<file path="src/rtl/mips_pkg.sv">
// Shared MIPS pipeline definitions: opcodes, ALUOp encodings and control-field widths.
// Used by ifetch, idecode and the EX stage.
package mips_pkg;

  localparam int WB_W  = 2;
  localparam int MEM_W = 3;
  localparam int EX_W  = 4;

  // Bit position of MemRead inside the {Branch, MemRead, MemWrite} field
  localparam int MEM_READ_BIT = 1;

  localparam logic [5:0] OP_RTYPE = 6'h00;
  localparam logic [5:0] OP_LW    = 6'h23;
  localparam logic [5:0] OP_SW    = 6'h2B;
  localparam logic [5:0] OP_BEQ   = 6'h04;

  localparam logic [1:0] ALUOP_ADD   = 2'b00;
  localparam logic [1:0] ALUOP_SUB   = 2'b01;
  localparam logic [1:0] ALUOP_FUNCT = 2'b10;

  typedef logic [WB_W-1:0]  wb_t;
  typedef logic [MEM_W-1:0] mem_t;
  typedef logic [EX_W-1:0]  ex_t;

endpackage

</file>
<file path="src/rtl/control.sv">
// Main control decoder: opcode -> {wb, mem, ex} control groups.
// Unknown opcodes decode to an all-zero bubble.
module control
  import mips_pkg::*;
(
  input  logic [5:0] opcode,
  output wb_t        wb,
  output mem_t       mem,
  output ex_t        ex
);

  // wb = {RegWrite, MemtoReg}, mem = {Branch, MemRead, MemWrite}, ex = {RegDst, ALUOp, ALUSrc}
  always_comb begin
    wb  = '0;
    mem = '0;
    ex  = '0;
    case (opcode)
      OP_RTYPE: begin
        wb = 2'b10;
        ex = {1'b1, ALUOP_FUNCT, 1'b0};
      end
      OP_LW: begin
        wb  = 2'b11;
        mem = 3'b010;
        ex  = {1'b0, ALUOP_ADD, 1'b1};
      end
      OP_SW: begin
        mem = 3'b001;
        ex  = {1'b0, ALUOP_ADD, 1'b1};
      end
      OP_BEQ: begin
        mem = 3'b100;
        ex  = {1'b0, ALUOP_SUB, 1'b0};
      end
      default: ;
    endcase
  end

endmodule

</file>
<file path="src/rtl/idecode.sv">
// MIPS instruction-decode stage: register file, control decode and ID/EX latch.
// Define ID_HAZARD_EN to enable load-use stall detection.
module idecode
  import mips_pkg::*;
#(
  parameter int DATA_W = 32
) (
  input  logic              clk,
  input  logic              rst,
  input  logic [31:0]       IF_ID_instr,
  input  logic [DATA_W-1:0] IF_ID_npc,
  input  logic              MEM_WB_RegWrite,
  input  logic [4:0]        MEM_WB_Writereg,
  input  logic [DATA_W-1:0] MEM_WB_Writedata,
  input  logic              EX_MEM_PCSrc,
  output logic [WB_W-1:0]   ID_EX_wb,
  output logic [MEM_W-1:0]  ID_EX_mem,
  output logic [EX_W-1:0]   ID_EX_ex,
  output logic [DATA_W-1:0] ID_EX_npc,
  output logic [DATA_W-1:0] ID_EX_readdat1,
  output logic [DATA_W-1:0] ID_EX_readdat2,
  output logic [DATA_W-1:0] ID_EX_sign_ext,
  output logic [4:0]        ID_EX_instr_2016,
  output logic [4:0]        ID_EX_instr_1511,
  output logic              ID_stall
);

  logic [DATA_W-1:0]        regs [32];
  logic [4:0]               rs_p0, rt_p0, rd_p0;
  logic                     wr_en;
  logic [DATA_W-1:0]        rd1_p0, rd2_p0;
  logic signed [DATA_W-1:0] sign_ext_p0;
  wb_t                      wb_dec_p0;
  mem_t                     mem_dec_p0;
  ex_t                      ex_dec_p0;
  logic                     load_use_p0;
  logic                     bubble_p0;

  assign rs_p0 = IF_ID_instr[25:21];
  assign rt_p0 = IF_ID_instr[20:16];
  assign rd_p0 = IF_ID_instr[15:11];

  assign wr_en = MEM_WB_RegWrite && (MEM_WB_Writereg != 5'd0);

  always_ff @(posedge clk or posedge rst) begin
    if (rst) begin
      for (int i = 0; i < 32; i++) regs[i] <= '0;
    end else if (wr_en) begin
      regs[MEM_WB_Writereg] <= MEM_WB_Writedata;
    end
  end

  // Write-through bypass so a same-cycle writeback is visible to this decode
  assign rd1_p0 = (rs_p0 == 5'd0) ? '0 :
                  (wr_en && (MEM_WB_Writereg == rs_p0)) ? MEM_WB_Writedata : regs[rs_p0];
  assign rd2_p0 = (rt_p0 == 5'd0) ? '0 :
                  (wr_en && (MEM_WB_Writereg == rt_p0)) ? MEM_WB_Writedata : regs[rt_p0];

  assign sign_ext_p0 = DATA_W'($signed(IF_ID_instr[15:0]));

  control u_control (
    .opcode (IF_ID_instr[31:26]),
    .wb     (wb_dec_p0),
    .mem    (mem_dec_p0),
    .ex     (ex_dec_p0)
  );

`ifdef ID_HAZARD_EN
  assign load_use_p0 = ID_EX_mem[MEM_READ_BIT] && (ID_EX_instr_2016 != 5'd0) &&
                       ((ID_EX_instr_2016 == rs_p0) || (ID_EX_instr_2016 == rt_p0));
`else
  assign load_use_p0 = 1'b0;
`endif

  // A taken branch squashes the slot anyway, so it overrides the stall request
  assign ID_stall  = load_use_p0 && !EX_MEM_PCSrc;
  assign bubble_p0 = EX_MEM_PCSrc || load_use_p0;

  // ID/EX pipeline boundary
  always_ff @(posedge clk or posedge rst) begin
    if (rst) begin
      ID_EX_wb         <= '0;
      ID_EX_mem        <= '0;
      ID_EX_ex         <= '0;
      ID_EX_npc        <= '0;
      ID_EX_readdat1   <= '0;
      ID_EX_readdat2   <= '0;
      ID_EX_sign_ext   <= '0;
      ID_EX_instr_2016 <= '0;
      ID_EX_instr_1511 <= '0;
    end else begin
      ID_EX_wb         <= bubble_p0 ? '0 : wb_dec_p0;
      ID_EX_mem        <= bubble_p0 ? '0 : mem_dec_p0;
      ID_EX_ex         <= bubble_p0 ? '0 : ex_dec_p0;
      ID_EX_npc        <= IF_ID_npc;
      ID_EX_readdat1   <= rd1_p0;
      ID_EX_readdat2   <= rd2_p0;
      ID_EX_sign_ext   <= sign_ext_p0;
      ID_EX_instr_2016 <= rt_p0;
      ID_EX_instr_1511 <= rd_p0;
    end
  end

endmodule

</file>
<file path="config.mk">
export PLATFORM = sky130hd
export DESIGN_NAME = idecode
export DESIGN_NICKNAME = d
export VERILOG_FILES = /design/src/rtl/mips_pkg.sv /design/src/rtl/control.sv /design/src/rtl/idecode.sv
export SDC_FILE = /design/constraint.sdc
export NUM_CORES = 2
export LEC_CHECK = 0
export CORE_UTILIZATION = 47
export CTS_BUF_LIST = sky130_fd_sc_hd__clkbuf_4 sky130_fd_sc_hd__clkbuf_8
export CTS_CLUSTER_DIAMETER = 60
export DETAILED_ROUTE_END_ITERATION = 10
export GPL_TIMING_DRIVEN = 0
export PLACE_DENSITY_LB_ADDON = 0.05
export SETUP_SLACK_MARGIN = 0.5
export SLEW_MARGIN = 20
export SYNTH_ARGS = -nofsm -noshare
export SYNTH_HDL_FRONTEND = slang
export SYNTH_HIERARCHICAL = 1
export SYNTH_SLANG_ARGS = --single-unit
</file>
<file path="constraint.sdc">
create_clock -name clk -period 41.1 [get_ports clk]
set_clock_uncertainty 0.05 [all_clocks]
set_input_delay 8.22 -clock clk [delete_from_list [all_inputs] [get_ports clk]]
set_output_delay 8.22 -clock clk [all_outputs]
set_load 0.05 [all_outputs]
</file>
==> metrics <==
P_leak 0.0302 µW; Fillers 10300; DRT Wirelength between 200000 and 300000 µm; status finished, final reports clean; Hold Buf Count CTS 0; Layout Nets around 4600; first-pass GRT wire length 362000 µm; Post-CTS Setup Inserts 0; post-synth top area cell dfrtp_1; clock tree buffer depth 3; Mean Syn Cell Area roughly 15 µm²; post-CTS sizing 0; Slew @ Worst Pin ~1400 ps; commonest cells after routing, fill and taps aside dfrtp_1 (1150), mux2_2 (1012), mux4_2 (373); clock sink count around 1200; vias per inst around 7; GPL Wtd Cong between 1 and 1.5; Reg power frac 43.9%; Root Driver clkbuf_8; Max Cap Viol 0; # rows 128; crit share post-route ~29%; Worst setup EP type flip-flop; Synth area leaders dfrtp_1 (49%), mux2_2 (20%), mux4_2 (14%), mux2i_1 (4.8%), clkbuf_1 (1.6%); Core Region 122000 µm²; Final Critical Period about 12000 ps; drt drc 0; Area Overhead vs Synth 17.7%; Primary FF master, synth dfrtp_1; DR vias 43700; port buffer count between 200 and 250; die height around 350 µm; crit-path max FO 10; number of H-tree levels 4; vias in the first global route 42600; GRT Resource Usage Total 42.7%; switching power total a little over 1000 µW; post-synthesis sequential area ratio just under 50%; endpoints failing hold 0; Sw Share a little under a third; cell area after synthesis between 50000 and 60000 µm²; router iterations before antenna repair 6; startpoint types input port; Net Count, Synth 4058; CTS tree built; Final Slew Violations 0; WS Path Type input port to flip-flop; Achievable Freq 0.0849 GHz; wire per inst between 40 and 50 µm; Final setup viols 0; Worst EP required 41940 ps; Routed Antenna Nets 0; post-route cell area between 60000 and 70000 µm²; Cells after Synth approximately 4000; share of layout cells above drive strength 1 about 45%; Worst Hold Class flip-flop to flip-flop; initial antenna violation count 18; critical path arrival 12610 ps; Final TNS setup 0 ps; RSZ-0062 raised after global routing false; top cell type's share of synthesized area 49.4%; Top Ports ~250; commonest non-fill, non-tap cell in the layout dfrtp_1; clk_lat worst skew 1000 ps; gr ovfl total 0; DP Area about 64000 µm²; placed wire-length estimate ~180000 µm; largest net degree at the start of global routing 34; Power Dens Cells ~49 nW/µm²; Starting Density ~48%; ys async rst share between 90% and 100%; die area ~130000 µm²; relative slew slack approximately 9%; initial DRC count around 6200; power share of the combinational group a little over a fifth; synth warn 6; EDFF count, synth 0; Synth cell types 66; Synth Register Bits 1150; Internal 2360 µW; clock slew at reported path FFs 60 ps; Max VDD drop approximately 0.046 mV; die width about 350 µm; Num CTS Buffers between 200 and 250; clock share of power around a third
[area by class of cell]
class                   instances  area [µm²]  area share, %
diodes                          7        17.5         0.0255
plain buffers                 466        2280           3.32
clock buffers                 328        4060           5.91
clock inverters                34         295          0.430
inverters                       5        22.5         0.0328
multi-input cells            2332       27400           39.9
flip-flops and latches       1150       28800           41.9
well taps                    1625        2030           2.96
repair buffers                307        3730           5.44
[synthesized netlist by cell type (all sizes together) (32+ instances only)]
cell type  number
buf           210
a22oi          74
a21oi          49
a221o          36
dfrtp        1150
o21ai          37
mux4          373
o221ai         66
a221oi         54
mux2         1024
a32o           32
nand2          62
clkbuf        256
mux2i         278
[power by group through the flow]
stage | logic [µW] | registers (µW) | clock network, µW
5_1_grt | 764 | 1510 | 1220
4_1_cts | 722 | 1480 | 1160
3_3_place_gp | 696 | 1500 | 0
2_1_floorplan | 461 | 1500 | 0
6_report | 738 | 1490 | 1160
3_5_place_dp | 719 | 1500 | 0
[stage by stage]
stage	total power [µW]	hold WS [ps]	cells	util, %	setup slack [ps]
3_5_place_dp	2210	415	5883	52.5	28460
4_1_cts	3360	430	6245	56.0	29460
2_1_floorplan	1960	391	3953	-	16950
6_report	3380	432	6254	56.1	29330
3_3_place_gp	2190	404	5824	51.3	9020
5_1_grt	3490	453	6249	56.1	29610
[critical path: stages]
cell             delay [ps]
clkdlybuf4s50_1         690
buf_2                   380
clkinv_1                800
nor3_1                 1000
clkbuf_2                680
a22oi_1                 380
nand4_1                 180
o211a_1                 220
[path summary, 6_finish.rpt]
path	from	endpoint	slack, ps	cells past startpoint
worst min-delay path	regs[1022]	regs[1022]	430	1
max in group asynchronous	rst	regs[21]	31210	10
worst min register to register	regs[1022]	regs[1022]	430	1
worst max register to register	regs[922]	ID_EX_readdat2[26]	38810	5
worst max-delay path	IF_ID_instr[20]	ID_EX_readdat2[19]	29330	8
min in group asynchronous	rst	ID_EX_instr_1511[3]	7630	2
[sequential cells by signal, indices dropped and copies added (netlist names), 3 cells and up]
name / flops
regs: 1024
ID_EX_instr_1511: 5
ID_EX_npc: 32
ID_EX_instr_2016: 5
ID_EX_readdat1: 32
ID_EX_sign_ext: 11
ID_EX_mem: 3
ID_EX_readdat2: 32
ID_EX_ex: 4
[metal layers]
| metal | vias up | global-route usage, % | part of all wire, % |
|---|---|---|---|
| li1 | 16300 | - | - |
| met1 | 23100 | 55.2 | 38 |
| met2 | 3284 | 58.7 | 41 |
| met3 | 916 | 18.2 | 14 |
| met4 | 36 | 27.3 | 7.5 |
| met5 | - | 0 | 0.11 |
[cell families (layout without fill, tap and decap cells)]
group	Yosys count	count (layout)	synth area share, %
mux	1675	1675	39.0
simple gates	190	190	1.68
flops	1150	1150	49.4
buf+inv	471	1140	3.66
compound gates	456	456	6.14
xor+xnor	10	10	0.150
other cells	1	8	0.00643
(Power assumes the default switching activity.)
